<file path="config.mk">
export PLATFORM = sky130hd
export DESIGN_NAME = output_arbiter
export DESIGN_NICKNAME = d
export VERILOG_FILES = /design/src/rtl/output_arbiter.sv
export SDC_FILE = /design/constraint.sdc
export NUM_CORES = 1
export LEC_CHECK = 0
export BUFFER_PORTS_ARGS = -buffer_cell sky130_fd_sc_hd__buf_4
export CORE_ASPECT_RATIO = 1.25
export CORE_MARGIN = 3
export CORE_UTILIZATION = 60
export DETAILED_ROUTE_END_ITERATION = 10
export PLACE_DENSITY = 0.88
export SYNTH_ARGS = -nofsm -noshare
export SYNTH_HDL_FRONTEND = slang
export SYNTH_SLANG_ARGS = --single-unit
</file>
<file path="constraint.sdc">
create_clock -name clock -period 7.71 [get_ports clock]
set_input_delay 1.542 -clock clock [delete_from_list [all_inputs] [get_ports clock]]
set_output_delay 1.542 -clock clock [all_outputs]
set_load 0.01 [all_outputs]
</file>
<file path="src/rtl/output_arbiter.sv">
// Output-port arbiter: round-robin grant, latched-size flit sequencing, ACK/NACK retry with drop after MAX_RETRY.
// First write one cycle after eligibility; a packet waits until it fits capacity_in; ACK timeout via OUTPUT_ARBITER_TIMEOUT_EN.
module output_arbiter #(
  parameter int NUM_REQ     = 5,
  parameter int MAX_RETRY   = 3,
  parameter int ACK_TIMEOUT = 15
) (
  input  logic                 clock,
  input  logic                 reset_n,
  input  logic [NUM_REQ-1:0]   req,
  input  logic [3*NUM_REQ-1:0] req_size,
  input  logic [2:0]           capacity_in,
  input  logic                 ack_valid,
  input  logic                 ack,
  output logic [NUM_REQ-1:0]   grant,
  output logic [2:0]           flit_idx,
  output logic                 write_out,
  output logic [NUM_REQ-1:0]   o_release,
  output logic                 drop_err
);
  localparam int PW  = (NUM_REQ > 1) ? $clog2(NUM_REQ) : 1;
  localparam int PW1 = PW + 1;
  localparam int RW  = (MAX_RETRY > 0) ? $clog2(MAX_RETRY + 1) : 1;

  typedef enum logic [1:0] {IDLE, SEND, WAIT_ACK, RETRY} state_t;

  state_t               r_state,    w_state_nxt;
  logic [NUM_REQ-1:0]   r_grant,    w_grant_nxt;
  logic [2:0]           r_flit_idx, w_flit_idx_nxt;
  logic [NUM_REQ-1:0]   r_release,  w_release_nxt;
  logic                 r_drop_err, w_drop_err_nxt;
  logic [PW-1:0]        r_ptr,      w_ptr_nxt;
  logic [PW-1:0]        r_owner,    w_owner_nxt;
  logic [2:0]           r_size,     w_size_nxt;
  logic [RW-1:0]        r_retry,    w_retry_nxt;

  logic [NUM_REQ-1:0]   w_elig;
  logic [2*NUM_REQ-1:0] w_elig_dbl;
  logic [NUM_REQ-1:0]   w_elig_rot;
  logic                 w_found;
  logic [PW-1:0]        w_win;
  logic [2:0]           w_win_size;
  logic [PW:0]          w_sum;
  logic                 w_nack;
  logic                 w_done;
  logic                 w_timeout;

  always_comb begin
    w_elig = '0;
    for (int k = 0; k < NUM_REQ; k++)
      w_elig[k] = req[k] && (req_size[3*k +: 3] != 3'd0) && (req_size[3*k +: 3] <= capacity_in);
  end

  // Rotating by the pointer turns the round-robin search into a lowest-bit search.
  assign w_elig_dbl = {w_elig, w_elig};
  assign w_elig_rot = NUM_REQ'(w_elig_dbl >> r_ptr);

  always_comb begin
    w_found    = 1'b0;
    w_win      = '0;
    w_win_size = '0;
    w_sum      = '0;
    for (int i = NUM_REQ - 1; i >= 0; i--) begin
      if (w_elig_rot[i]) begin
        w_sum = {1'b0, r_ptr} + PW1'(i);
        if (w_sum >= PW1'(NUM_REQ))
          w_sum = w_sum - PW1'(NUM_REQ);
        w_found = 1'b1;
        w_win   = w_sum[PW-1:0];
      end
    end
    for (int k = 0; k < NUM_REQ; k++)
      if (w_win == PW'(k))
        w_win_size = req_size[3*k +: 3];
  end

`ifdef OUTPUT_ARBITER_TIMEOUT_EN
  localparam int TW = $clog2(ACK_TIMEOUT + 1);
  logic [TW-1:0] r_to_cnt;

  always_ff @(posedge clock) begin
    if (!reset_n || r_state != WAIT_ACK)
      r_to_cnt <= '0;
    else
      r_to_cnt <= r_to_cnt + 1'b1;
  end

  assign w_timeout = (r_state == WAIT_ACK) && !ack_valid && (r_to_cnt == TW'(ACK_TIMEOUT - 1));
`else
  logic w_unused_timeout;
  assign w_unused_timeout = (ACK_TIMEOUT > 0);
  assign w_timeout        = 1'b0;
`endif

  always_comb begin
    w_state_nxt    = r_state;
    w_grant_nxt    = r_grant;
    w_flit_idx_nxt = r_flit_idx;
    w_release_nxt  = '0;
    w_drop_err_nxt = 1'b0;
    w_ptr_nxt      = r_ptr;
    w_owner_nxt    = r_owner;
    w_size_nxt     = r_size;
    w_retry_nxt    = r_retry;
    w_nack         = 1'b0;
    w_done         = 1'b0;
    case (r_state)
      IDLE: begin
        if (w_found) begin
          w_state_nxt    = SEND;
          w_grant_nxt    = NUM_REQ'(1) << w_win;
          w_owner_nxt    = w_win;
          w_size_nxt     = w_win_size;
          w_flit_idx_nxt = 3'd0;
          w_retry_nxt    = '0;
        end
      end
      SEND: begin
        if (r_flit_idx == r_size - 3'd1) begin
          w_state_nxt    = WAIT_ACK;
          w_flit_idx_nxt = 3'd0;
        end else begin
          w_flit_idx_nxt = r_flit_idx + 3'd1;
        end
      end
      WAIT_ACK: begin
        if (ack_valid) begin
          w_done = ack;
          w_nack = !ack;
        end else begin
          w_nack = w_timeout;
        end
        if (w_nack) begin
          if (r_retry < RW'(MAX_RETRY)) begin
            w_retry_nxt = r_retry + 1'b1;
            w_state_nxt = RETRY;
          end else begin
            w_done         = 1'b1;
            w_drop_err_nxt = 1'b1;
          end
        end
        if (w_done) begin
          w_release_nxt = r_grant;
          w_grant_nxt   = '0;
          w_ptr_nxt     = (r_owner == PW'(NUM_REQ - 1)) ? '0 : r_owner + 1'b1;
          w_state_nxt   = IDLE;
        end
      end
      RETRY: begin
        if (r_size <= capacity_in) begin
          w_state_nxt    = SEND;
          w_flit_idx_nxt = 3'd0;
        end
      end
      default: w_state_nxt = IDLE;
    endcase
  end

  always_ff @(posedge clock) begin
    if (!reset_n) begin
      r_state    <= IDLE;
      r_grant    <= '0;
      r_flit_idx <= '0;
      r_release  <= '0;
      r_drop_err <= 1'b0;
      r_ptr      <= '0;
      r_owner    <= '0;
      r_size     <= '0;
      r_retry    <= '0;
    end else begin
      r_state    <= w_state_nxt;
      r_grant    <= w_grant_nxt;
      r_flit_idx <= w_flit_idx_nxt;
      r_release  <= w_release_nxt;
      r_drop_err <= w_drop_err_nxt;
      r_ptr      <= w_ptr_nxt;
      r_owner    <= w_owner_nxt;
      r_size     <= w_size_nxt;
      r_retry    <= w_retry_nxt;
    end
  end

  // The release strobe is named o_release because release is a reserved word.
  assign grant     = r_grant;
  assign flit_idx  = r_flit_idx;
  assign write_out = (r_state == SEND);
  assign o_release = r_release;
  assign drop_err  = r_drop_err;
endmodule

</file>
Word level (Yosys, flattened, before mapping)
Index checks and enable logic that the tools add are counted.
{"block": "classes", "n_addsub": 13, "magnitude_cmp": 12, "n_eq_ne": 17, "shifts": 2, "mux": 46, "reduce_logical": 28}
{"cell": "3-bit 2-to-1 mux", "n": 19}
{"cell": "3-bit <= comparator", "n": 6}
{"cell": "2-bit 2-to-1 mux", "n": 9}
{"cell": "3-bit nonzero test", "n": 6}
{"cell": "4-bit by 3-bit greater-or-equal comparator with 1-bit output, second input constant", "n": 4}
{"cell": "3-bit subtractor, second input constant", "n": 5}
{"cell": "1-bit 2-to-1 mux", "n": 12}
{"cell": "3-bit AND reduction", "n": 4}
{"cell": "1-bit logical AND", "n": 10}
{"cell": "5-bit 2-to-1 mux", "n": 2}
{"cell": "5-bit one-hot mux with 2 select lines", "n": 1}
{"cell": "10-bit by 3-bit right shift with 5-bit output", "n": 1}
{"cell": "3-bit one-hot mux with 3 select lines", "n": 1}
{"cell": "3-bit by 2-bit adder with 4-bit output, second input constant", "n": 2}
{"cell": "2-bit inequality test, second input constant", "n": 4}
{"cell": "2-bit one-hot mux with 4 select lines", "n": 1}
{"cell": "3-bit by 1-bit adder with 3-bit output, second input constant", "n": 2}
{"cell": "3-bit by 2-bit equality test with 1-bit output, second input constant", "n": 2}
{"cell": "3-bit equality test, second input constant", "n": 2}
{"cell": "5-bit AND reduction", "n": 1}
{"cell": "1-bit by 3-bit left shift with 5-bit output, first input constant", "n": 1}
{"cell": "3-bit by 1-bit adder with 4-bit output, second input constant", "n": 1}
{"cell": "3-bit by 3-bit adder with 4-bit output, second input constant", "n": 1}
{"cell": "2-bit equality test, second input constant", "n": 2}
{"cell": "17 further kinds", "n": 19}
{"block": "word_totals", "register_bits": 27, "input_bits": 27, "out_inout_bits": 15, "elab_cells": 127}

Depth between registers and ports, before layout
Gate-level depths: netlist of run 1.
{"block": "depth", "ltp_word": 15, "depth_mapped": 15, "depth_no_buf": 13}

Worst setup path before layout of run 1
Ideal clock, no wire load.
{"block": "synth_timing", "kind": "input-to-reg", "from": "input port capacity_in[2]", "to": "register r_size[1]", "setup_time_ns": 0.122, "arrival_ns": 4.300, "setup_slack_ns": 3.288, "cell_stages": 15, "cell_sequence": "inv_1 > ha_1 > nand3_1 > o21ai_0 > o21ai_0 > nand2_2 > mux4_2 > buf_6 > nor3_2 > nor4_1 > a221o_1 > buf_6 > a21oi_2 > a22oi_1 > a221o_1"}
{"block": "synth_between", "elab_chain_cells": 14, "elab_cells_between_ends": 32}
{"item": "start, declared", "line_no": "12", "source": "input logic [2:0] capacity_in,"}
{"item": "3-bit <= comparator", "line_no": "51", "source": "w_elig[k] = req[k] && (req_size[3*k +: 3] != 3'd0) && (req_size[3*k +: 3] <= capacity_in);"}
{"item": "1-bit logical AND", "line_no": "51"}
{"item": "10-bit by 3-bit right shift with 5-bit output *", "line_no": "56", "source": "assign w_elig_rot = NUM_REQ'(w_elig_dbl >> r_ptr);"}
{"item": "3-bit 2-to-1 mux (5 in a row)", "line_no": "64", "source": "if (w_elig_rot[i]) begin"}
{"item": "3-bit zero test", "line_no": "73", "source": "if (w_win == PW'(k))"}
{"item": "3-bit 2-to-1 mux (5 in a row)", "line_no": "73"}
{"item": "end signal, assigned", "line_no": "178", "source": "r_size <= w_size_nxt;"}
{"item": "end, declared", "line_no": "34", "source": "logic [2:0] r_size, w_size_nxt;"}
Mark *: on every way between the ends. The rest lies on a longest branch, timed or not.
A chain may end at the register's enable or synchronous reset.

Worst setup path in the final report of run 1
Same ends and word-level chain as after synthesis.

==> results of run 1 <==
==> cell type report <==
type                    count  share of cell area (%)
multi-input cells         277                    63.9
flip-flops and latches     27                    18.0
repair buffers             41                    10.3
inverters                  31                    3.88
well taps                  56                    2.34
clock buffers               3                    1.38
clock inverters             1                   0.250
==> per-stage QoR <==
stage,util [%],cells
after floorplan,-,349
after global placement,70.9,432
after detailed placement,70.9,432
after CTS,72.1,436
after global routing,72.1,436
final,72.1,436
==> worst max-delay path by stage <==
stage / to / from / depth (start not counted) / slack [ns]
after floorplan: r_size[1]$_SDFFE_PN0P_ / capacity_in[2] / 15 / 3.29
after global placement: r_size[1]$_SDFFE_PN0P_ / capacity_in[2] / 14 / 2.74
after detailed placement: r_size[0]$_SDFFE_PN0P_ / capacity_in[2] / 14 / 2.61
after CTS: r_size[0]$_SDFFE_PN0P_ / capacity_in[2] / 14 / 2.90
after global routing: r_size[1]$_SDFFE_PN0P_ / capacity_in[2] / 14 / 2.54
final: r_size[1]$_SDFFE_PN0P_ / capacity_in[2] / 14 / 2.83
==> cells in the mapped netlist (all sizes together) (2+ instances only) <==
master / number
a21o: 4
nor2: 33
o22ai: 3
o31ai: 5
ha: 35
and3: 8
xnor2: 4
o21ai: 27
o311a: 4
a21oi: 17
a21boi: 3
o31a: 2
o211ai: 5
a22oi: 5
nor3b: 4
a221o: 2
a211o: 2
nand2b: 8
mux2i: 6
a31oi: 4
buf: 7
inv: 31
nand2: 29
dfxtp: 27
nor3: 6
nor2b: 2
clkbuf: 7
nand4: 2
nand3: 27
and2: 2
a32oi: 3
a211oi: 8
or3: 3
==> sequential cells by signal (all words and copies together), names as in the netlist <==
| name | flops |
|---|---|
| grant | 5 |
| o_release | 5 |
| flit_idx | 3 |
| r_owner | 3 |
| r_ptr | 3 |
| r_size | 3 |
| r_retry | 2 |
| r_state | 2 |
| drop_err | 1 |
==> power breakdown <==
group	internal [mW]	total (mW)	leakage, nW	switching [mW]
clock	0.0367	0.0828	0.0217	0.0460
sequential	0.165	0.192	0.219	0.0273
combinational	0.142	0.331	1.12	0.189
==> routing by layer <==
metal	up-vias	GRT usage [%]	wire length (um)
met5	-	0	0
met4	0	9.75	167
met3	20	2.24	314
met2	95	50.5	3580
met1	1280	32.1	2750
li1	1328	-	-
==> cell families (layout without fill, tap and decap cells) <==
| family | after synthesis | count (layout) | share of synthesized area [%] |
|---|---|---|---|
| simple gates | 131 | 131 | 25.2 |
| compound gates | 99 | 99 | 25.4 |
| buf+inv | 45 | 76 | 7.27 |
| fa+ha+maj | 36 | 36 | 17.3 |
| flops | 27 | 27 | 20.4 |
| mux | 7 | 7 | 3.12 |
| xor+xnor | 4 | 4 | 1.32 |
==> worst max-delay path: cells and delay by family <==
family | cells | cell delay, ns
simple gates | 7 | 1.41
compound gates | 3 | 0.89
mux | 1 | 0.61
buf+inv | 2 | 0.29
fa+ha+maj | 1 | 0.29
==> summary.md, run 1 <==
| Metric | Value |
|---|---|
| Status | `complete, no violations` |
| Number of distinct library cells after synthesis | `56` |
| Sink Count | `27` |
| Initial antenna violation count | `0` |
| Post-Synthesis Cell Area | `0.00265 sq mm` |
| Max cap viols | `0` |
| Register-to-Register Path Depth | `11` |
| Ant diodes | `0` |
| Tmin final | `4.88 ns` |
| Async SR Flop Fraction | `0%` |
| Clock skew | `0.00531 ns` |
| Worst r2r src | `r_ptr[0]$_SDFFE_PN0P_` |
| Clock transition at path regs | `0.10 ns` |
| Most frequent cells in the layout | `buf_4 (41), ha_1 (35), nor2_1 (33)` |
| Ratio of cells with drive above 1 in the final layout | `15.3%` |
| Final Slew Violations | `0` |
| Post-CTS sizing | `0` |
| Register area | `541 sq um` |
| Vias in the first global route | `2622` |
| Initial Util | `63.6%` |
| Fillers | `358` |
| Via count | `2723` |
| Worst Tran Pin Value | `0.697 ns` |
| Worst VDD drop | `0.199 mV` |
| Footprint of the multi-input gates | `0.00192 sq mm` |
| Synth warn | `0` |
| Final-report hold violation count | `0` |
| Worst slack, placed | `2.61 ns` |
| Drc violations | `0` |
| Final net count | `444` |
| Root Driver | `clkbuf_8` |
| H-tree Lvls | `1` |
| Peak fanout along the critical path | `13` |
| Dpl hpwl | `5400 um` |
| Top cell type's share of synthesized area | `20.4%` |
| Global-route wire length before repair | `11500 um` |
| Total chip power | `0.605 mW` |
| I/O pin count | `42` |
| Hold WC Path Type | `reg2reg` |
| Hold Crit Depth | `2` |
| Die X | `65.4 um` |
| Post-DP Area | `0.00295 sq mm` |
| DRT iter0 DRCs | `240` |
| Startpoint types | `input port` |
| Pin count of the biggest net entering global routing | `21` |
| Routed vias/inst | `6.25` |
| Final ANT Viol Nets | `0` |
| Gr usage total | `27.2%` |
| Hold Startpoint | `r_owner[2]$_SDFFE_PN0P_` |
| CTS Buf Count | `3` |
| Skew-Pair Late Insertion Delay | `0.28 ns` |
| CTS tree | `yes` |
| Clock Tree Buf Depth | `2` |
| Fin crit share | `63.3%` |
| Flops & latches, synth | `27` |
| CP Cell Sequence | `buf_4, inv_1, ha_1, nand3_1, o21ai_0, o21ai_0, nand2_1, mux4_2, nor3_1, nand2_1, nand2_1, nand4bb_1, nor2_1, a221o_1` |
| Postcts setup bufs | `0` |
| LEAKAGE | `1.36 nW` |
| CP max stage cell | `mux4_2` |
| Post-synth EDFFs | `0` |
| Core area | `0.00416 sq mm` |
| Ranking of synthesized cells by area | `dfxtp_1 (20%), ha_1 (17%), nand3_1 (5.1%)` |
| Synth Instances | `349` |
| Hold Buf Count CTS | `0` |
| Achievable clock frequency | `205 MHz` |
| Top cell by count, worst path | `nand2_1` |
| CP Data Required Time | `7.88 ns` |
| Relative slew slack | `53.1%` |
| Synth-to-Final Area Change | `13.2%` |
| Reg-to-Reg End | `r_size[1]$_SDFFE_PN0P_` |
| Critical Path End Type | `flip-flop` |
| Syn avg cell area | `7.59 sq um` |
| Drt first pass iters | `5` |
| Per-cell routed wire length | `15.6 um` |
| Worst hold margin | `0.501 ns` |
| WS Path Type | `in2reg` |
| Hold Path Sink | `r_owner[2]$_SDFFE_PN0P_` |
| RSZ-0062 raised after global routing | `false` |
| Die Y | `80.3 um` |
| Final Cell Area | `0.00300 sq mm` |
| Final setup vio count | `0` |
| Global placer's final weighted congestion | `0.926` |
| Register-to-register setup slack | `3.80 ns` |
| Commonest non-fill, non-tap cell in the layout | `buf_4` |
| Pwr Density | `202 mW/mm^2` |
| Syn Nets | `412` |
| CP Data Arrival Time | `5.04 ns` |
| Dominant cell type by area after synthesis | `dfxtp_1` |
| CP max stage delay | `0.61 ns` |
| Top FF cell, synth | `dfxtp_1` |
| Port Buffer Count | `41` |
| Routed WL | `6810 um` |
| Total negative setup slack | `0 ns` |
| Sequential-to-total area share from yosys stat | `20.4%` |
| Post-route setup slack | `2.83 ns` |
| Num rows | `26` |
| Grt total ovfl | `0` |
| Die area | `0.00526 sq mm` |
Power figures use the tool's default switching activity.
==> run 2, diff against run 1 <==
ABC_AREA = 1   (was not set)
CORE_UTILIZATION = 52   (was 60)
PLACE_DENSITY = 0.81   (was 0.88)
clock period = 4.4 ns   (was 7.71 ns; I/O delays follow)
==> run 2 against run 1 <==
  * Worst setup slack worse by 1.5 ns
  * Clock power is 75% higher
  * Largest cell class unchanged
  * Die area is 16% higher
  * Worst hold slack worse by 0.050 ns
  * Cell count is 14% higher
==> summary.md, run 2 <==
| Metric | Value |
|---|---|
| Status | `complete, no violations` |
| Core area | `0.00487 sq mm` |
| Grt total ovfl | `0` |
| Synth Area in Compound Gates | `16.9%` |
| Dpl hpwl | `5250 um` |
| Hold WC Path Type | `reg2reg` |
| Synth-to-Final Area Change | `15.3%` |
| Worst Tran Pin Value | `0.501 ns` |
| Largest family of logic cells by synthesized area | `simple AND/OR/NAND/NOR gates` |
| Most frequent cells in the layout | `nand2_1 (78), inv_1 (47), nand3_1 (45)` |
| Synth warn | `0` |
| Adder-Cell Fraction of Synth Area | `17.0%` |
| Top FF cell, synth | `dfxtp_1` |
| Port Buffer Count | `41` |
| Register-to-register setup slack | `1.40 ns` |
| Pin count of the biggest net entering global routing | `18` |
| Number of distinct library cells after synthesis | `43` |
| Global placer's final weighted congestion | `0.905` |
| Dominant cell type by area after synthesis | `dfxtp_1` |
| Via count | `2707` |
| Top cell type's share of synthesized area | `20.1%` |
| Worst slack, placed | `1.05 ns` |
| Clock Tree Buf Depth | `2` |
| Drt first pass iters | `4` |
| Final ANT Viol Nets | `0` |
| Post-route setup slack | `1.31 ns` |
| Async SR Flop Fraction | `0%` |
| Routed WL | `6470 um` |
| Critical Path End Type | `flip-flop` |
| Sequential-to-total area share from yosys stat | `20.1%` |
| Total chip power | `1.38 mW` |
| Sink Count | `27` |
| Vias in the first global route | `2583` |
| Global-route wire length before repair | `11200 um` |
| Final-report hold violation count | `0` |
| Synth Instances | `395` |
| CP Data Required Time | `4.60 ns` |
| Syn avg cell area | `6.81 sq um` |
| Num rows | `28` |
| Ranking of synthesized cells by area | `dfxtp_1 (20%), ha_1 (16%), nand2_1 (11%)` |
| Initial Util | `55.2%` |
| Post-CTS sizing | `0` |
| Post-synth EDFFs | `0` |
| Routed vias/inst | `5.45` |
| Clock skew | `0.00749 ns` |
| Root Driver | `clkbuf_8` |
| Gr usage total | `21.9%` |
| LEAKAGE | `1.52 nW` |
| Die X | `70.3 um` |
| Fin crit share | `70.2%` |
| Postcts setup bufs | `0` |
| Ratio of cells with drive above 1 in the final layout | `19.7%` |
| I/O pin count | `42` |
| Most frequent cell after synthesis | `nand2_1` |
| Skew-Pair Late Insertion Delay | `0.28 ns` |
| Hold Buf Count CTS | `0` |
| Per-cell routed wire length | `13.0 um` |
| H-tree Lvls | `1` |
| Peak fanout along the critical path | `9` |
| Util after Layout | `63.7%` |
| Ant diodes | `0` |
| Pwr Density | `445 mW/mm^2` |
| WS Path Type | `in2reg` |
| Final setup vio count | `0` |
| RSZ-0062 raised after global routing | `false` |
| Max cap viols | `0` |
| Worst VDD drop | `0.364 mV` |
| CP Data Arrival Time | `3.29 ns` |
| Relative slew slack | `66.4%` |
| CTS tree | `yes` |
| Die area | `0.00608 sq mm` |
| CTS Buf Count | `3` |
| Synth top cells by count | `nand2_1 (78), inv_1 (47), nand3_1 (45)` |
| Drc violations | `0` |
| CP max stage delay | `0.30 ns` |
| Multiplexer share of the synthesized area | `0.419%` |
| Commonest non-fill, non-tap cell in the layout | `nand2_1` |
| DRT iter0 DRCs | `175` |
| Syn Nets | `458` |
| Tmin final | `3.09 ns` |
| Die Y | `86.4 um` |
| Synth Area in XOR/XNOR | `3.26%` |
| Final net count | `501` |
| Clock transition at path regs | `0.10 ns` |
| Final Slew Violations | `0` |
| Startpoint types | `input port` |
| Flops & latches, synth | `27` |
| CP Cell Sequence | `buf_4, inv_1, ha_1, a21oi_1, nand2_1, nand2_1, nand3_1, nand3_1, nand3_1, nand2_2, a21oi_1, nand2_1, nand2_1, nand2_1, nand2_4, nor2_8, o21ai_1, nand2_1, nand2_1, nand2_1, nand2_1, a21oi_2` |
| Achievable clock frequency | `324 MHz` |
| Post-Synthesis Cell Area | `0.00269 sq mm` |
| Initial antenna violation count | `0` |
| CP max stage cell | `ha_1` |
| Top cell by count, worst path | `nand2_1` |
| Total negative setup slack | `0 ns` |
| Simple-Gate Fraction of Synth Area | `32.9%` |
[run 2: path summary, 6_finish.rpt]
path	cells after the start	to	start
hold reg to reg	2	o_release[4]$_SDFF_PN0_	grant[4]$_SDFFE_PN0P_
setup reg to reg	15	r_size[1]$_SDFFE_PN0P_	r_ptr[1]$_SDFFE_PN0P_
hold / removal	2	o_release[4]$_SDFF_PN0_	grant[4]$_SDFFE_PN0P_
setup / recovery	22	r_size[0]$_SDFFE_PN0P_	capacity_in[2]
[run 2: metal layers]
layer  wire [um]  up-vias  global-route usage, %
met3         167       17                   1.97
met1        2660     1231                   25.3
met4         146        0                   5.92
li1            -     1401                      -
met2        3490       58                   42.4
met5           0        -                      0
[run 2: kinds of logic (layout without fill, tap and decap cells)]
| group | Yosys count | count (layout) |
|---|---|---|
| fa+ha+maj | 36 | 36 |
| mux | 1 | 1 |
| simple gates | 184 | 184 |
| xor+xnor | 10 | 10 |
| flops | 27 | 27 |
| buf+inv | 63 | 105 |
| compound gates | 74 | 74 |
[run 2: where the power goes]
group          leakage [nW]  total, mW  internal, mW  switching (mW)
clock                0.0217      0.145        0.0643          0.0808
sequential            0.220      0.335         0.292          0.0430
combinational          1.28      0.899         0.333           0.566
[run 2: critical path: cells and delay by family]
| family | cells | cell delay, ns |
|---|---|---|
| simple gates | 15 | 1.41 |
| fa+ha+maj | 1 | 0.30 |
| compound gates | 4 | 0.41 |
| buf+inv | 2 | 0.27 |
[run 2: through the flow]
step                      hold slack [ns]  instance area (sq um)  instances
after floorplan                     0.447                   2690        395
after global placement              0.436                   3050        493
after detailed placement            0.439                   3050        493
after CTS                           0.454                   3100        497
after global routing                0.477                   3100        497
final                               0.451                   3100        497
[run 2: final cells by class]
class	count	area, sq um
Clock buffer	3	41.3
Clock inverter	1	7.51
Fill cell	433	1770
Inverter	59	226
Multi-Input combinational cell	305	1900
Sequential cell	27	541
Tap cell	60	75.1
Timing Repair Buffer	42	315
